==> src/rtl/obj_cmd_pkg.sv <==
// Shared types for the framed serial command bank: op codes, error causes,
// receiver states and the frame length helper.
package obj_cmd_pkg;

    typedef enum logic [1:0] {
        CLR = 2'b00,
        SET = 2'b01,
        TGL = 2'b10,
        NOP = 2'b11
    } op_t;

    typedef enum logic [1:0] {
        ERR_NONE = 2'b00,
        ERR_PAR  = 2'b01,
        ERR_LEN  = 2'b10,
        ERR_ADDR = 2'b11
    } err_t;

    typedef enum logic [1:0] {
        IDLE    = 2'b00,
        SHIFT   = 2'b01,
        DISCARD = 2'b10,
        EXEC    = 2'b11
    } state_t;

    // Frame is {addr, op[1:0], par}.
    function automatic int unsigned frame_len(input int unsigned addr_w);
        return addr_w + 3;
    endfunction

endpackage

==> src/rtl/obj_cmd_rx.sv <==
// Frame receiver: shifts serial bits in MSB first, counts them, detects
// overrun and accumulates parity; raises frame_done for one cycle in EXEC.
module obj_cmd_rx
    import obj_cmd_pkg::*;
#(
    parameter int unsigned ADDR_W = 5
) (
    input  logic              clk,
    input  logic              rst_n,
    input  logic              ser_data,
    input  logic              frame,
    output logic [ADDR_W-1:0] addr,
    output op_t               op,
    output logic              frame_done,
    output logic              len_err,
    output logic              par_err
);

    localparam int unsigned FRAME_LEN = frame_len(ADDR_W);
    localparam int unsigned CNT_W     = $clog2(FRAME_LEN + 1);
    localparam logic [CNT_W-1:0] LEN_CNT = CNT_W'(FRAME_LEN);

    state_t                 state, state_nxt;
    logic [FRAME_LEN-1:0]   shreg;
    logic [CNT_W-1:0]       cnt;
    logic                   overrun;
    logic                   par;
    logic                   start;
    logic                   shift_en;
    logic                   ovr_set;
    logic                   done_nxt;

    always_comb begin
        state_nxt = state;
        start     = 1'b0;
        shift_en  = 1'b0;
        ovr_set   = 1'b0;
        done_nxt  = 1'b0;
        case (state)
            IDLE: begin
                if (frame) begin
                    start     = 1'b1;
                    state_nxt = SHIFT;
                end
            end
            SHIFT: begin
                if (frame) begin
                    if (cnt < LEN_CNT) begin
                        shift_en = 1'b1;
                    end else begin
                        ovr_set   = 1'b1;
                        state_nxt = DISCARD;
                    end
                end else begin
                    done_nxt  = 1'b1;
                    state_nxt = EXEC;
                end
            end
            DISCARD: begin
                if (!frame) begin
                    done_nxt  = 1'b1;
                    state_nxt = EXEC;
                end
            end
            EXEC:    state_nxt = IDLE;
            default: state_nxt = IDLE;
        endcase
    end

    always_ff @(posedge clk or negedge rst_n) begin
        if (!rst_n) begin
            state      <= IDLE;
            shreg      <= '0;
            cnt        <= '0;
            overrun    <= 1'b0;
            par        <= 1'b0;
            frame_done <= 1'b0;
        end else begin
            state      <= state_nxt;
            frame_done <= done_nxt;
            if (start) begin
                shreg   <= {shreg[FRAME_LEN-2:0], ser_data};
                cnt     <= CNT_W'(1);
                par     <= ser_data;
                overrun <= 1'b0;
            end else if (shift_en) begin
                shreg <= {shreg[FRAME_LEN-2:0], ser_data};
                cnt   <= cnt + 1'b1;
                par   <= par ^ ser_data;
            end else if (state == EXEC) begin
                shreg   <= '0;
                cnt     <= '0;
                par     <= 1'b0;
                overrun <= 1'b0;
            end
            if (ovr_set) begin
                overrun <= 1'b1;
            end
        end
    end

    // Flags are stable from frame end through EXEC, when frame_done is high.
    assign len_err = overrun || (cnt != LEN_CNT);
    assign par_err = par;
    assign addr    = shreg[FRAME_LEN-1 -: ADDR_W];
    assign op      = op_t'(shreg[2:1]);

endmodule

==> src/rtl/obj_cmd_bank.sv <==
// Command bank: validates received frames and applies CLR/SET/TGL/NOP to a
// bank of status bits (address 0 broadcasts), with ack/error pulses and counter.
module obj_cmd_bank
    import obj_cmd_pkg::*;
#(
    parameter int unsigned         OBJ_NUM     = 18,
    parameter int unsigned         ADDR_W      = 5,
    parameter int unsigned         ERR_CNT_W   = 8,
    parameter logic [OBJ_NUM-1:0]  STATUS_INIT = '0
) (
    input  logic                 clk_i,
    input  logic                 rst_i,
    input  logic                 ser_data_i,
    input  logic                 frame_i,
    output logic [OBJ_NUM-1:0]   status_o,
    output logic                 cmd_ack_o,
    output logic                 err_o,
    output logic [1:0]           err_code_o,
    output logic [ERR_CNT_W-1:0] err_cnt_o
);

    logic [ADDR_W-1:0]  rx_addr;
    op_t                rx_op;
    logic               frame_done;
    logic               len_err;
    logic               par_err;
    logic               addr_err;
    err_t               err_sel;
    logic [OBJ_NUM-1:0] status_nxt;

    obj_cmd_rx #(
        .ADDR_W (ADDR_W)
    ) u_rx (
        .clk        (clk_i),
        .rst_n      (rst_i),
        .ser_data   (ser_data_i),
        .frame      (frame_i),
        .addr       (rx_addr),
        .op         (rx_op),
        .frame_done (frame_done),
        .len_err    (len_err),
        .par_err    (par_err)
    );

    assign addr_err = rx_addr > ADDR_W'(OBJ_NUM);

    always_comb begin
        err_sel = ERR_NONE;
        if (len_err) begin
            err_sel = ERR_LEN;
        end else if (par_err) begin
            err_sel = ERR_PAR;
        end else if (addr_err) begin
            err_sel = ERR_ADDR;
        end
    end

    // Object k lives at address k+1; address 0 hits every object.
    always_comb begin
        status_nxt = status_o;
        for (int unsigned k = 0; k < OBJ_NUM; k++) begin
            if ((rx_addr == '0) || (rx_addr == ADDR_W'(k + 1))) begin
                case (rx_op)
                    CLR:     status_nxt[k] = 1'b0;
                    SET:     status_nxt[k] = 1'b1;
                    TGL:     status_nxt[k] = ~status_o[k];
                    default: status_nxt[k] = status_o[k];
                endcase
            end
        end
    end

    always_ff @(posedge clk_i or negedge rst_i) begin
        if (!rst_i) begin
            status_o   <= STATUS_INIT;
            cmd_ack_o  <= 1'b0;
            err_o      <= 1'b0;
            err_code_o <= '0;
            err_cnt_o  <= '0;
        end else begin
            cmd_ack_o <= 1'b0;
            err_o     <= 1'b0;
            if (frame_done) begin
                if (err_sel == ERR_NONE) begin
                    status_o  <= status_nxt;
                    cmd_ack_o <= 1'b1;
                end else begin
                    err_o      <= 1'b1;
                    err_code_o <= err_sel;
                    if (err_cnt_o != '1) begin
                        err_cnt_o <= err_cnt_o + 1'b1;
                    end
                end
            end
        end
    end

endmodule
==> config.mk <==
export PLATFORM = sky130hd
export DESIGN_NAME = obj_cmd_bank
export DESIGN_NICKNAME = d
export VERILOG_FILES = /design/src/rtl/obj_cmd_pkg.sv /design/src/rtl/obj_cmd_rx.sv /design/src/rtl/obj_cmd_bank.sv
export SDC_FILE = /design/constraint.sdc
export NUM_CORES = 1
export LEC_CHECK = 0
export CAP_MARGIN = 15
export CORE_UTILIZATION = 50
export CTS_CLUSTER_DIAMETER = 120
export DETAILED_ROUTE_END_ITERATION = 8
export PLACE_DENSITY_LB_ADDON = 0.3
export SYNTH_ARGS = -nofsm -noshare
export SYNTH_HDL_FRONTEND = slang
export SYNTH_SLANG_ARGS = --single-unit
==> constraint.sdc <==
create_clock -name clk_i -period 2.8 [get_ports clk_i]
set_input_delay 0.42 -clock clk_i [delete_from_list [all_inputs] [get_ports clk_i]]
set_output_delay 0.42 -clock clk_i [all_outputs]
set_load 0.01 [all_outputs]
==> run_results.csv, run 1 <==
group,metric,value,unit
cells_and_area,layout_commonest_cell,"dfrtp_1",
route,drc_errors,0,
cells_and_area,multi_input_area,0.00131,mm2
sta,layout_worst_path_cycle_share,78.1,%
critical_path,cp_max_fo,17,
route,routed_wl,5240,um
yosys,syn_nets,316,
route,viasPerCell,5.40,
cells_and_area,diodes,0,
sta,rsz0062_at_grt,"false",
floorplan,core-area,0.00517,mm2
grt,antenna_found_initial,0,
yosys,synth_flop_cell,"dfrtp_1",
sta,worst_pin_slew,0.848,ns
floorplan,die_area,0.00572,mm2
cells_and_area,syn_to_final_growth,17.3,%
yosys,yosys.cell_types.count,45,
sta,setup_violations,0,
clock_network,clock-root-buffer,"clkbuf_8",
route,num_vias,2126,
place,place.detailed.hpwl,3690,um
power,leakage,0.00138,uW
cells_and_area,final_cell_mix,"47 x dfrtp_1, 33 x inv_1, 32 x clkdlybuf4s50_1, 28 x a21oi_1, 23 x nor2_1",
clock_network,cts_resized,0,
sta,fin_skew,0.00400,ns
floorplan,row_count,26,
cells_and_area,nets,338,
sta,fin_ws,0.613,ns
route,drt-initial-drc-count,184,
critical_path,critical_path_class,"reg -> reg",
yosys,yosys_register_bits,47,
sta,hold_viol_final,0,
critical_path,required,2.99,ns
critical_path,r2r_start,"u_rx.shreg[1]",
clock_network,hold_buffers,0,
clock_network,numCtsBuffers,5,
critical_path,slowest_delay,0.43,ns
cells_and_area,seq_area,0.00118,mm2
sta,min_period,2.19,ns
power,peakVddDrop,514,uV
cells_and_area,drive_gt1_share,10.5,%
yosys,synthCells,301,
route,first_pass_iters,4,
grt,grt_max_degree,28,
yosys,synth_edf_count,0,
critical_path,cp_num_buf_inv,0,
job,drv_cap,0,
sta,finalMaxSlewViolations,0,
clock_network,postCtsSetupBuffers,0,
cells_and_area,fillers,433,
yosys,async_reset_ff_share,100,%
grt,grt_usage,20.3,%
yosys,yosysWarningCount,0,
clock_network,tritoncts,"yes",
place,port_buffers,33,
floorplan,ios,34,
sta,setup_tns,0,ns
critical_path,slowest_stage,"dfrtp_1",
floorplan,start_util,52.4,%
route,wl_per_cell,13.3,um
power,p_per_area,848,mW/mm2
route,postRouteAntennaNets,0,
clock_network,insertion_delay,0.30,ns
sta,max_slew_margin,43.1,%
critical_path,critical_path.top_delay_family,"simple AND/OR/NAND/NOR gates",
clock_network,clock_sinks,47,
place,gp_congestion,0.863,
place,dp_slack,0.617,ns
worst_hold_path,hold_class,"in -> async",
floorplan,die_y,75.6,um
critical_path,timing.rr.end,"status_o[13]",
yosys,synth_area,0.00271,mm2
yosys,syn_area_per_cell,9.00,um2
clock_network,cts_max_path_buffers,2,
grt,grt-ovfl-total,0,
yosys,yosysSeqAreaShare,43.4,%
critical_path,setup.worst_path.end_class,"flip-flop",
critical_path,reg2reg_depth,5,
clock_network,path_clk_slew,0.09,ns
floorplan,die_w,75.6,um
clock_network,htree_levels,2,
critical_path,critPathLaunchType,"flip-flop",
sta,fmax,457,MHz
critical_path,crit_arrival,2.38,ns
critical_path,r2r_slack,0.61,ns
critical_path,path_cells,"ha_1 > nor3b_1 > nand3_2 > a2111oi_0 > mux2_2",
grt,grt_pass1_vias,1889,
grt,grt_first_pass_wirelength,8800,um
outcome,outcome,"finished, final reports clean",
==> flip-flops by register name, summed over array words and instances (netlist names) <==
name	cells
u_rx.cnt	4
u_rx.frame_done	1
err_code_o	2
status_o	18
err_cnt_o	8
u_rx.overrun	1
err_o	1
u_rx.par_err	1
u_rx.state	2
cmd_ack_o	1
u_rx.shreg	8
==> worst register-to-register path, delay by kind of cell, from the launching register on <==
kind / cells / cell delay, ns
fa+ha+maj: 1 / 0.23
simple gates: 2 / 0.60
flops: 1 / 0.43
mux: 1 / 0.38
compound gates: 1 / 0.43
==> synthesized netlist by cell type, types with 2 or more instances <==
cell type	count	share of area (%)
o22ai_1	3	0.69
a211oi_1	3	0.83
and2_1	2	0.46
xor2_1	10	3.2
o41ai_1	3	0.97
nor3_1	9	1.7
buf_2	2	0.37
or2_2	2	0.46
or3_1	3	0.69
clkbuf_1	12	1.7
mux2_2	15	6.2
nand3_1	12	2.2
xnor2_1	2	0.65
o21ai_0	17	3.1
ha_1	11	5.1
nor3b_1	2	0.55
nor4_1	9	2.1
nor2b_1	5	1.2
o31ai_1	4	1.1
buf_4	3	0.83
nand4_1	2	0.46
a21oi_1	28	5.2
dfrtp_1	47	43
buf_1	2	0.28
a31oi_1	3	0.69
nand2_1	17	2.4
nor2_1	23	3.2
inv_1	33	4.6
==> layout make-up <==
cell class	instances	share of cell area [%]
repair buffers	35	10.7
clock buffers	5	2.17
inverters	35	4.14
well taps	70	2.76
multi-input cells	199	41.1
clock inverters	3	2.13
flip-flops and latches	47	37.0
==> stage by stage <==
stage               utilization [%]  hold WS, ns  cell area [um2]  instances  power [uW]
floorplan                         -        0.124             2710        301        1820
global placement               58.8        0.406             3040        386        2090
detailed placement             58.8        0.408             3040        386        2110
CTS                            61.4       0.0840             3180        394        2700
global route                   61.4       0.0981             3180        394        2890
finish                         61.4       0.0655             3180        394        2690
==> layer usage <==
metal | track usage, % | part of all wire, % | vias to the layer above
li1 | - | - | 1075
met3 | 3.84 | 3.3 | 5
met1 | 28.4 | 49 | 1002
met4 | 5.76 | 1.1 | 0
met2 | 32.2 | 46 | 44
met5 | 0 | 0 | -
==> cell families after synthesis <==
logic type,count (synthesis),synth area share (%)
AND/OR/NAND/NOR,92,17.5
AO/OA/AOI/OAI,68,14.9
buffers and inverters,55,8.41
flip-flops,47,43.4
multiplexers,16,6.79
XOR/XNOR,12,3.88
adder cells (fa/ha/maj),11,5.08
==> how the worst max path moves through the flow <==
stage,startpoint,endpoint,depth (start not counted)
final,u_rx.shreg[1],status_o[13],5
after global routing,u_rx.shreg[1],status_o[9],5
after CTS,u_rx.shreg[1],status_o[13],5
after detailed placement,u_rx.shreg[1],status_o[13],5
after global placement,u_rx.shreg[1],status_o[13],5
after floorplan,u_rx.cnt[0],err_cnt_o[1],7
==> report_power, final <==
part,internal [uW],switching (uW),leakage [uW]
logic,469,625,0.000687
clock network,356,235,0.0000644
registers,810,199,0.000629
total,1640,1060,0.00138
Power figures use the tool's default switching activity.
==> inputs of run 2 (changes only) <==
==> constraint.sdc (replaced) <==
create_clock -name clk_i -period 1.9 [get_ports clk_i]
set_input_delay 0.285 -clock clk_i [delete_from_list [all_inputs] [get_ports clk_i]]
set_output_delay 0.285 -clock clk_i [all_outputs]
set_load 0.01 [all_outputs]
==> run 2 against run 1 <==
Wire length is 17% higher. Clock-buffer cell count is 1 higher. Sequential cell count stayed put. The flow now finishes with violations (setup timing). Sequential share of layout area is 3.9 points lower. Clock skew is 0.0089 ns higher. Global-route usage is 1.6 points higher. First-iteration DRC count is 33% lower. Sequential power is 41% higher.
==> run_results.csv, run 2 (synthesis gave the netlist of run 1 again) <==
group,metric,value,unit
outcome,outcome,"finished with violations",
outcome,failed_checks,"setup timing",
power,peakVddDrop,852,uV
cells_and_area,seq_area,0.00118,mm2
route,wl_met1,2810,um
clock_network,clock-root-buffer,"clkbuf_8",
power,leakage,0.00156,uW
power,power.share.switching,40.8,%
sta,fin_ws,-0.0111,ns
grt,grt_usage,21.9,%
critical_path,setup.worst_path.end_class,"flip-flop",
grt,antenna_found_initial,0,
cells_and_area,syn_to_final_growth,31.0,%
worst_hold_path,hold_class,"in -> async",
floorplan,core-area,0.00517,mm2
cells_and_area,multi_input_area,0.00143,mm2
sta,worst_pin_slew,0.572,ns
floorplan,die_y,75.6,um
route,topRoutingLayerUsed,"met4",
floorplan,die_area,0.00572,mm2
power,p_seq_share,32.9,%
sta,max_slew_margin,61.9,%
sta,fin_skew,0.0129,ns
grt,grt_first_pass_wirelength,9440,um
floorplan,ios,34,
floorplan,start_util,52.4,%
sta,finalMaxSlewViolations,0,
route,wl_per_cell,14.4,um
cells_and_area,diodes,0,
cells_and_area,drive_gt1_share,22.3,%
grt,grt_pass1_vias,2036,
clock_network,cts_max_path_buffers,2,
cells_and_area,fin_cells,425,
cells_and_area,reg_top3,"status_o: 18 flops, err_cnt_o: 8 flops, u_rx.shreg: 8 flops",
power,internal_power,2560,uW
route,drc_errors,0,
sta,rsz0062_at_grt,"true",
power,comb_power_share,49.5,%
critical_path,r2r_slack,-0.01,ns
floorplan,die_w,75.6,um
sta,hold_viol_final,0,
critical_path,crit_arrival,2.11,ns
critical_path,critical_path_class,"reg -> reg",
power,switching_power,1760,uW
place,gp_congestion,0.817,
route,route.met2.wl,3050,um
route,route.met3.wl,171,um
sta,fmax,523,MHz
cells_and_area,layout_commonest_cell,"dfrtp_1",
critical_path,startpoint,"u_rx.cnt[1]",
critical_path,cp_max_fo,8,
clock_network,insertion_delay,0.30,ns
clock_network,path_clk_slew,0.09,ns
floorplan,row_count,26,
clock_network,numCtsBuffers,5,
cells_and_area,top_register,"status_o",
critical_path,required,2.10,ns
clock_network,tritoncts,"yes",
place,place.detailed.hpwl,4120,um
cells_and_area,final_cell_mix,"46 x dfrtp_1, 32 x inv_1, 32 x clkdlybuf4s50_1, 30 x buf_4, 28 x a21oi_1",
place,dp_cells,413,
power,p_clk_share,17.6,%
critical_path,r2r_start,"u_rx.cnt[1]",
clock_network,htree_levels,2,
cells_and_area,fillers,387,
power,p_per_area,1220,mW/mm2
route,num_vias,2310,
route,postRouteAntennaNets,0,
cells_and_area,nets,369,
clock_network,clock_sinks,47,
cells_and_area,largest_reg_flops,18,
route,viasPerCell,5.44,
sta,min_period,1.91,ns
place,port_buffers,33,
place,dp_slack,-0.107,ns
route,drt-initial-drc-count,124,
job,drv_cap,0,
grt,grt-ovfl-total,0,
route,first_pass_iters,4,
sta,layout_worst_path_cycle_share,101,%
route,routed_wl,6110,um
critical_path,critPathLaunchType,"flip-flop",
sta,setup_violations,2,
grt,grt_max_degree,20,
[run 2: cell types whose count changed in the layout (fill, tap and decap cells not counted), sizes merged]
cell | before | now
dlygate4sd3 | 0 | 1
bufinv | 2 | 1
clkinv | 1 | 2
buf | 3 | 32
clkinvlp | 1 | 0
clkbuf | 5 | 7
[run 2: stage by stage]
step	power [uW]	cell area, um2	hold WS (ns)	TNS, ns	utilization [%]
3_3_place_gp	3350	3260	0.239	-0.137	62.9
2_1_floorplan	2680	2710	-0.0106	0	-
4_1_cts	4190	3420	0.457	0	66.1
6_report	4320	3550	0.440	-0.0120	68.6
5_1_grt	4630	3550	0.478	-0.223	68.6
3_5_place_dp	3390	3260	0.240	-0.612	62.9
[run 2: cell type report]
type / instances / share of cell area [%]
multi-input combinational: 199 / 40.3
clock inverter: 2 / 0.987
tap: 70 / 2.47
timing repair buffer: 66 / 17.1
sequential: 47 / 33.2
clock buffer: 6 / 2.33
inverter: 35 / 3.70
[run 2: what timing repair did]
| item | CTS | global route |
|---|---|---|
| pin swaps | 0 | 0 |
| cloned | 0 | 1 |
| hold buffers | 1 | 0 |
| endpoints found under the hold margin | 17 | 0 |
| gates resized for setup | 7 | 17 |
| buffers inserted | 0 | 2 |
| setup endpoints to repair | 12 | 11 |
[run 2: power by group through the flow]
stage | Clock (uW) | Sequential, uW | Combinational [uW]
5_1_grt | 811 | 1450 | 2360
3_5_place_dp | 0 | 1410 | 1980
3_3_place_gp | 0 | 1410 | 1940
2_1_floorplan | 0 | 1410 | 1270
4_1_cts | 772 | 1400 | 2020
6_report | 762 | 1420 | 2140
[run 2: path summary, 6_finish.rpt]
check                                end  cells past startpoint
max                          status_o[4]                      7
max reg2reg                  status_o[4]                      7
max in group asynchronous  u_rx.shreg[6]                      3
min reg2reg                 err_cnt_o[7]                      1
min                          status_o[7]                      2
min in group clk_i          err_cnt_o[7]                      1
[run 2: per-layer routing]
layer	vias to the layer above	track usage [%]
met5	-	0
met4	0	7.61
met3	7	4.37
met2	47	34.9
met1	1117	29.7
li1	1139	-
[run 2: worst max-delay path: stages, from the launching register on]
cell,delay [ns]
dfrtp_1,0.39
inv_1,0.07
ha_1,0.14
and4bb_4,0.28
nand3_4,0.12
buf_12,0.18
nor4_4,0.26
mux2_2,0.37
